===== config.mk =====
export PLATFORM = sky130hd
export DESIGN_NAME = id_ex_register
export DESIGN_NICKNAME = d
export VERILOG_FILES = /design/src/rtl/riscv_pkg.sv /design/src/rtl/sat_counter.sv /design/src/rtl/id_ex_register.sv
export SDC_FILE = /design/constraint.sdc
export NUM_CORES = 1
export LEC_CHECK = 0
export CORE_AREA = 2 2 135 137
export DETAILED_ROUTE_END_ITERATION = 7
export DIE_AREA = 0 0 137 139
export GPL_TIMING_DRIVEN = 0
export HOLD_SLACK_MARGIN = 0.15
export PLACE_DENSITY = 0.89
export SLEW_MARGIN = 5
export SYNTH_ARGS = -nofsm -noshare
export SYNTH_HDL_FRONTEND = slang
export SYNTH_SLANG_ARGS = --single-unit

===== constraint.sdc =====
create_clock -name clk -period 4.25 [get_ports clk]
set_input_delay 0.85 -clock clk [delete_from_list [all_inputs] [get_ports clk]]
set_output_delay 0.85 -clock clk [all_outputs]
set_load 0.05 [all_outputs]

===== src/rtl/riscv_pkg.sv =====
// riscv_pkg: shared pipeline control bundle layout and ALU operation encodings
package riscv_pkg;
    localparam int CTRL_W = 10;
    localparam int CTRL_REG_WRITE = 9;
    localparam int CTRL_MEM_READ = 8;
    localparam int CTRL_MEM_WRITE = 7;
    localparam int CTRL_MEM_TO_REG = 6;
    localparam int CTRL_ALU_SRC = 5;
    localparam int CTRL_BRANCH = 4;
    localparam int CTRL_ALU_OP_LSB = 0;
    typedef enum logic [3:0] {
        ALU_ADD  = 4'h0,
        ALU_SUB  = 4'h1,
        ALU_AND  = 4'h2,
        ALU_OR   = 4'h3,
        ALU_XOR  = 4'h4,
        ALU_SLL  = 4'h5,
        ALU_SRL  = 4'h6,
        ALU_SRA  = 4'h7,
        ALU_SLT  = 4'h8,
        ALU_SLTU = 4'h9
    } alu_op_e;
    typedef struct packed {
        logic reg_write;
        logic mem_read;
        logic mem_write;
        logic mem_to_reg;
        logic alu_src;
        logic branch;
        logic [3:0] alu_op;
    } ctrl_t;
endpackage


===== src/rtl/sat_counter.sv =====
// sat_counter: up-counter that sticks at its maximum value instead of wrapping
module sat_counter #(
    parameter int CNT_W = 16
) (
    input  logic             clk,
    input  logic             reset,
    input  logic             inc,
    output logic [CNT_W-1:0] count
);
    always_ff @(posedge clk) begin
        if (reset) count <= '0;
        else if (inc && count != '1) count <= count + 1'b1;
    end
endmodule


===== src/rtl/id_ex_register.sv =====
// id_ex_register: decode-to-execute pipeline register with stall, flush and bubble/stall counters
module id_ex_register import riscv_pkg::*; #(
    parameter int XLEN = 32,
    parameter int CNT_W = 16
) (
    input  logic             clk,
    input  logic             reset,
    input  logic             stall,
    input  logic             flush,
    input  logic             id_valid,
    input  logic [XLEN-1:0]  id_pc,
    input  logic [XLEN-1:0]  id_rd1,
    input  logic [XLEN-1:0]  id_rd2,
    input  logic [XLEN-1:0]  id_imm,
    input  logic [4:0]       id_rs1,
    input  logic [4:0]       id_rs2,
    input  logic [4:0]       id_rd,
    input  ctrl_t            id_ctrl,
    output logic             ex_valid,
    output logic [XLEN-1:0]  ex_pc,
    output logic [XLEN-1:0]  ex_rd1,
    output logic [XLEN-1:0]  ex_rd2,
    output logic [XLEN-1:0]  ex_imm,
    output logic [4:0]       ex_rs1,
    output logic [4:0]       ex_rs2,
    output logic [4:0]       ex_rd,
    output ctrl_t            ex_ctrl,
    output logic [CNT_W-1:0] bubble_cnt,
    output logic [CNT_W-1:0] stall_cnt
);
    always_ff @(posedge clk) begin
        if (reset || flush) begin
            ex_valid <= 1'b0;
            ex_pc    <= '0;
            ex_rd1   <= '0;
            ex_rd2   <= '0;
            ex_imm   <= '0;
            ex_rs1   <= '0;
            ex_rs2   <= '0;
            ex_rd    <= '0;
            ex_ctrl  <= '0;
        end else if (!stall) begin
            ex_valid <= id_valid;
            ex_pc    <= id_pc;
            ex_rd1   <= id_rd1;
            ex_rd2   <= id_rd2;
            ex_imm   <= id_imm;
            ex_rs1   <= id_rs1;
            ex_rs2   <= id_rs2;
            ex_rd    <= id_rd;
            // an invalid slot must never carry side-effecting controls downstream
            ex_ctrl  <= id_valid ? id_ctrl : '0;
        end
    end
    sat_counter #(.CNT_W(CNT_W)) u_bubble (
        .clk(clk), .reset(reset), .inc(flush || (!stall && !id_valid)), .count(bubble_cnt)
    );
    sat_counter #(.CNT_W(CNT_W)) u_stall (
        .clk(clk), .reset(reset), .inc(stall && !flush), .count(stall_cnt)
    );
endmodule


==> results_dict.tcl, run 1 <==
set metrics [dict create \
    max_freq_mhz 371 \
    cpMostUsedCell "clkbuf_1" \
    grt_max_degree 17 \
    vdd_drop_max_uv 257 \
    syn_area_mm2 0.00712 \
    p_clk_share_pct 39.3 \
    synth-main-ff-cell "dfxtp_1" \
    drtIter0Drc 209 \
    hp-start "ex_imm[6]" \
    detail-route-antenna-nets 0 \
    drive_above_1_share_pct 6.83 \
    nets 1219 \
    post_drt_wl_per_cell_um 17.5 \
    ctsResizeCount 0 \
    drc 0 \
    cap_violations 0 \
    relSlewSlack_pct 57.2 \
    ys_warn_count 0 \
    cp.required_ns 4.54 \
    whs_path_depth 2 \
    final_cell_area_mm2 0.0114 \
    path_clk_slew_ns 0.07 \
    clock_latency_ns 0.42 \
    finalWirelength_um 22800 \
    cts.sinks 186 \
    power_frac_comb_pct 15.7 \
    grt_overflow_total 0 \
    die-height_um 139 \
    hold_viol_final 0 \
    slowest_delay_ns 0.53 \
    fp.coreArea_mm2 0.0177 \
    cts-root-buf "clkbuf_16" \
    antenna_found_initial 3 \
    end_kind "flop" \
    seq_power_share_pct 45.0 \
    grt_pass1_wl_um 34500 \
    critPathArrivalTime_ns 2.98 \
    synth.distinct_cells 46 \
    crit_path_cell_trace "clkdlybuf4s50_1, or2_2, clkbuf_1, clkbuf_1, buf_1, nor2_1" \
    ff2ff_path_depth 5 \
    dieArea_mm2 0.0190 \
    setup_viol 0 \
    p_int_mw 3.02 \
    grt_usage_pct 23.5 \
    syn_nets 858 \
    setup_tns_ns 0 \
    outcome "completed" \
    p_leak_nw 4.54 \
    firstDrtPassIters 4 \
    worstMarginPinSlew_ns 0.642 \
    layout_common_cells "clkdlybuf4s50_1 (342), dfxtp_1 (186), nor2_1 (165)" \
    power_density_mw_per_mm2 355 \
    cts_buffer_depth 2 \
    h-tree-depth 4 \
    fin_skew_ns 0.00841 \
    p_switching_mw 1.04 \
    viasPerCell 4.95 \
    synth_edf_count 0 \
    area_growth_pct 60.2 \
    critPathLaunchType "input pin" \
    cts_setup_buffers 0 \
    dpl_cell_area_mm2 0.0108 \
    num_rows 49 \
    ios 344 \
    hold_path_class "flop to flop" \
    path_buf_inv 4 \
    whs_ns 0.494 \
    critPathSlowestCell "clkdlybuf4s50_1" \
    async_reset_ff_share_pct 0 \
    dpl.hpwl_um 17400 \
    netlist_instances 698 \
    cp_max_fo 10 \
    cts_hold_buf 0 \
    swShare_pct 25.5 \
    min_period_over_period_pct 63.4 \
    reg2reg_from "u_stall.count[0]" \
    seq_area_frac_synth_pct 52.3 \
    slew_viol_final 0 \
    cts_buffers 17 \
    gp_congestion 0.871 \
    vias 6433 \
    crit_family "buffers and inverters" \
    ys_ff_latch 186 \
    period_minus_slack_ns 2.70 \
    grt_pass1_vias 6495 \
    cts_tree "built" \
    startpoint "reset" \
    rsz0062_at_grt "false" \
    cp.depth 6 \
    path_class "input pin to flop" \
    initial_core_util_pct 40.3 \
    syn_avg_cell_area_um2 10.2 \
    port_buffers 342 \
    die_w_um 137 \
    final_common_cell "clkdlybuf4s50_1" \
]
-- sequential cells by signal, indices dropped and copies added (netlist names), 5 cells and up --
signal	flops
ex_rs2	5
ex_rd	5
u_bubble.count	16
u_stall.count	16
ex_rd1	32
ex_rs1	5
ex_imm	32
ex_pc	32
ex_rd2	32
ex_ctrl	10
-- path summary, 6_finish.rpt --
path / slack, ns / to
worst min register to register: 0.49 / ex_imm[6]
worst max register to register: 2.35 / u_stall.count[10]
worst max-delay path: 1.55 / ex_rd1[20]
worst min-delay path: 0.49 / ex_imm[6]
-- synthesized netlist by cell type (2+ instances only) --
cell type | n | area [µm²]
o21ai_0 | 11 | 55.1
nand4_4 | 2 | 42.5
buf_6 | 2 | 22.5
a21oi_1 | 24 | 120
nand3_1 | 10 | 50.1
and4_1 | 3 | 26.3
or2_2 | 3 | 18.8
o2111ai_1 | 2 | 17.5
nand2_1 | 10 | 37.5
mux2i_1 | 145 | 1450
nand2b_1 | 3 | 18.8
clkbuf_1 | 18 | 67.6
inv_1 | 2 | 7.51
or3_2 | 4 | 30.0
and3_1 | 3 | 18.8
mux2_2 | 5 | 56.3
ha_1 | 2 | 25.0
buf_2 | 20 | 100
nand4_2 | 3 | 37.5
nor2b_1 | 7 | 43.8
nor4_1 | 5 | 31.3
nand4_1 | 7 | 43.8
nor2_1 | 165 | 619
or4_1 | 9 | 67.6
or3_1 | 5 | 31.3
a22oi_1 | 10 | 75.1
o31ai_1 | 10 | 75.1
buf_1 | 2 | 7.51
dfxtp_1 | 186 | 3720
nor3_1 | 4 | 20.0
-- per-layer routing --
metal	GRT usage [%]	wire (µm)	vias up
li1	-	-	3159
met5	0	11	-
met1	24.5	8520	2964
met2	42.2	11600	267
met4	11.0	726	2
met3	7.79	1900	41
-- final cells by class --
class	instances	area, µm²
clock buffers	22	454
flip-flops and latches	186	3720
fillers	1383	6250
well taps	229	287
inverters	2	7.51
plain buffers	43	205
repair buffers	342	3420
clock inverters	7	120
diodes	2	5.00
multi-input cells	467	3180
-- logic make-up (layout without fill, tap and decap cells) --
| family | Yosys count | in the layout | synth area share, % |
|---|---|---|---|
| AND/OR/NAND/NOR | 254 | 254 | 17.7 |
| flip-flops | 186 | 186 | 52.3 |
| multiplexers | 151 | 151 | 21.3 |
| AO/OA/AOI/OAI | 59 | 59 | 5.18 |
| buffers and inverters | 45 | 416 | 2.99 |
| adder cells (fa/ha/maj) | 2 | 2 | 0.351 |
| XOR/XNOR | 1 | 1 | 0.123 |
| other | 0 | 2 | 0 |
-- worst register-to-register path, cell delays in order, from the launching register on --
cell	delay (ns)
dfxtp_1	0.45
ha_1	0.23
nand3_1	0.17
buf_2	0.22
nor4_1	0.35
mux2_2	0.37
-- power by group through the flow --
stage               clock network (mW)  registers, mW  logic, mW
floorplan                            0           2.03      0.170
global placement                     0           1.86      0.628
detailed placement                   0           1.86      0.636
CTS                               1.62           1.82      0.640
global route                      1.69           1.83      0.672
finish                            1.59           1.82      0.637
-- per-stage QoR --
step	setup WS [ns]	utilization (%)	power, mW	std cells
floorplan	2.16	-	2.20	698
global placement	1.11	61.3	2.49	1269
detailed placement	1.03	61.3	2.50	1269
CTS	1.48	64.6	4.09	1298
global route	1.39	64.6	4.19	1300
finish	1.55	64.6	4.05	1300
Power figures use the tool's default switching activity.
==> inputs of run 2 (changes only) <==
- CORE_AREA: 2 2 135 137 -> default
- CORE_UTILIZATION: default -> 37
- DIE_AREA: 0 0 137 139 -> default
- PLACE_DENSITY: 0.89 -> 0.86
- clock period: 4.25 -> 2.4 ns (I/O delays scaled with it)
==> run 2 against run 1 <==
Net effect: register-to-register slack got worse by 1.8 ns; worst setup slack got worse by 1.4 ns; clock skew barely moved; die area is 4.0% higher; power up 76%; hold slack worse by 0.033 ns; clock-buffer cell count decreased by 4; flip-flop and latch count is the same; largest cell class unchanged.
==> results_dict.tcl, run 2 (synthesized netlist as in run 1, its figures left out) <==
set metrics [dict create \
    outcome "completed" \
    finalNonFillerCells 1305 \
    path_clk_slew_ns 0.07 \
    max_freq_mhz 439 \
    dpl.hpwl_um 17000 \
    hp-start "stall" \
    cts_buffer_depth 2 \
    whs_path_depth 4 \
    ctsResizeCount 0 \
    fin_skew_ns 0.00846 \
    fp.coreArea_mm2 0.0188 \
    drtIter0Drc 217 \
    ff2ff_path_depth 5 \
    antenna_found_initial 1 \
    viasPerCell 4.93 \
    utilization_pct 60.8 \
    cap_violations 0 \
    h-tree-depth 4 \
    firstDrtPassIters 4 \
    gp_congestion 0.820 \
    path_class "flop to primary output" \
    post_drt_wl_per_cell_um 17.0 \
    grt_max_degree 19 \
    min_delay_worst_endpoint "ex_ctrl[3]" \
    grt_usage_pct 21.9 \
    reg2reg_to "u_bubble.count[14]" \
    ios 344 \
    critPathArrivalTime_ns 1.80 \
    cts-root-buf "clkbuf_16" \
    final_common_cell "clkdlybuf4s50_1" \
    die-height_um 141 \
    p_leak_nw 4.54 \
    detail-route-antenna-nets 0 \
    num_rows 50 \
    rsz0062_at_grt "false" \
    min_period_over_period_pct 94.9 \
    critPathLaunchType "flop" \
    hold_path_class "input pin to flop" \
    final-seq-area_mm2 0.00372 \
    cp.required_ns 1.92 \
    p_total_mw 7.14 \
    cts_hold_buf 0 \
    dieArea_mm2 0.0198 \
    drc 0 \
    cts_tree "built" \
    setup_viol 0 \
    setup_ws_ns 0.123 \
    crit_path_cell_trace "clkdlybuf4s50_1" \
    cts.sinks 186 \
    nFillCells 1576 \
    multi_input_area_mm2 0.00318 \
    path_buf_inv 1 \
    nets 1218 \
    grt_pass1_wl_um 33200 \
    grt_pass1_vias 6314 \
    slew_viol_final 0 \
    area_growth_pct 60.3 \
    dpl.cell_count 1274 \
    cp_max_fo 8 \
    worstMarginPinSlew_ns 0.940 \
    power_density_mw_per_mm2 626 \
    end_kind "primary output" \
    whs_ns 0.461 \
    dp_slack_ns -0.468 \
    final_cell_area_mm2 0.0114 \
    relSlewSlack_pct 37.3 \
    die_w_um 141 \
    period_minus_slack_ns 2.28 \
    vdd_drop_max_uv 445 \
    drive_above_1_share_pct 7.38 \
    port_buffers 342 \
    dpl_cell_area_mm2 0.0108 \
    hold_viol_final 0 \
    vias 6437 \
    grt_overflow_total 0 \
    critPathSlowestCell "clkdlybuf4s50_1" \
    finalWirelength_um 22100 \
    layout_common_cells "clkdlybuf4s50_1 (342), dfxtp_1 (186), nor2_1 (165)" \
    slowest_delay_ns 0.89 \
    cts_buffers 17 \
    num_antenna_cells 0 \
    initial_core_util_pct 37.9 \
    crit_family "buffers and inverters" \
    r2r_setup_slack_ns 0.53 \
    clock_latency_ns 0.42 \
    reg2reg_from "u_bubble.count[0]" \
    setup_tns_ns 0 \
    cts_setup_buffers 0 \
]
run 2: worst max path at each step:
stage	startpoint	endpoint	slack [ns]	depth (start not counted)
2_1_floorplan	u_stall.count[0]	u_stall.count[14]	0.34	5
3_3_place_gp	flush	ex_rd1[0]	-0.44	6
3_5_place_dp	flush	ex_rd2[8]	-0.47	6
4_1_cts	u_stall.count[8]	stall_cnt[8]	0.09	1
5_1_grt	u_stall.count[8]	stall_cnt[8]	0.04	1
6_report	u_stall.count[8]	stall_cnt[8]	0.12	1
run 2: layer usage:
layer | vias to the layer above | global-route usage, % | part of all wire (%)
met3 | 34 | 6.25 | 7.8
met4 | 0 | 8.75 | 2.5
met5 | - | 0 | 0
met1 | 3006 | 23.6 | 39
met2 | 255 | 40.1 | 51
li1 | 3142 | - | -
run 2: report_power, final:
part	internal, mW	switching [mW]	total, mW	leakage, nW
logic	0.516	0.611	1.13	2.75
clock network	1.48	1.31	2.79	0.275
registers	3.17	0.0524	3.23	1.51
total	5.16	1.98	7.14	4.54
run 2: cell type report:
type,instances,share of cell area (%)
clock inverters,14,1.32
flip-flops and latches,186,32.6
inverters,2,0.0658
multi-input cells,467,27.9
plain buffers,42,1.77
repair buffers,342,30.0
clock buffers,18,3.76
well taps,234,2.57
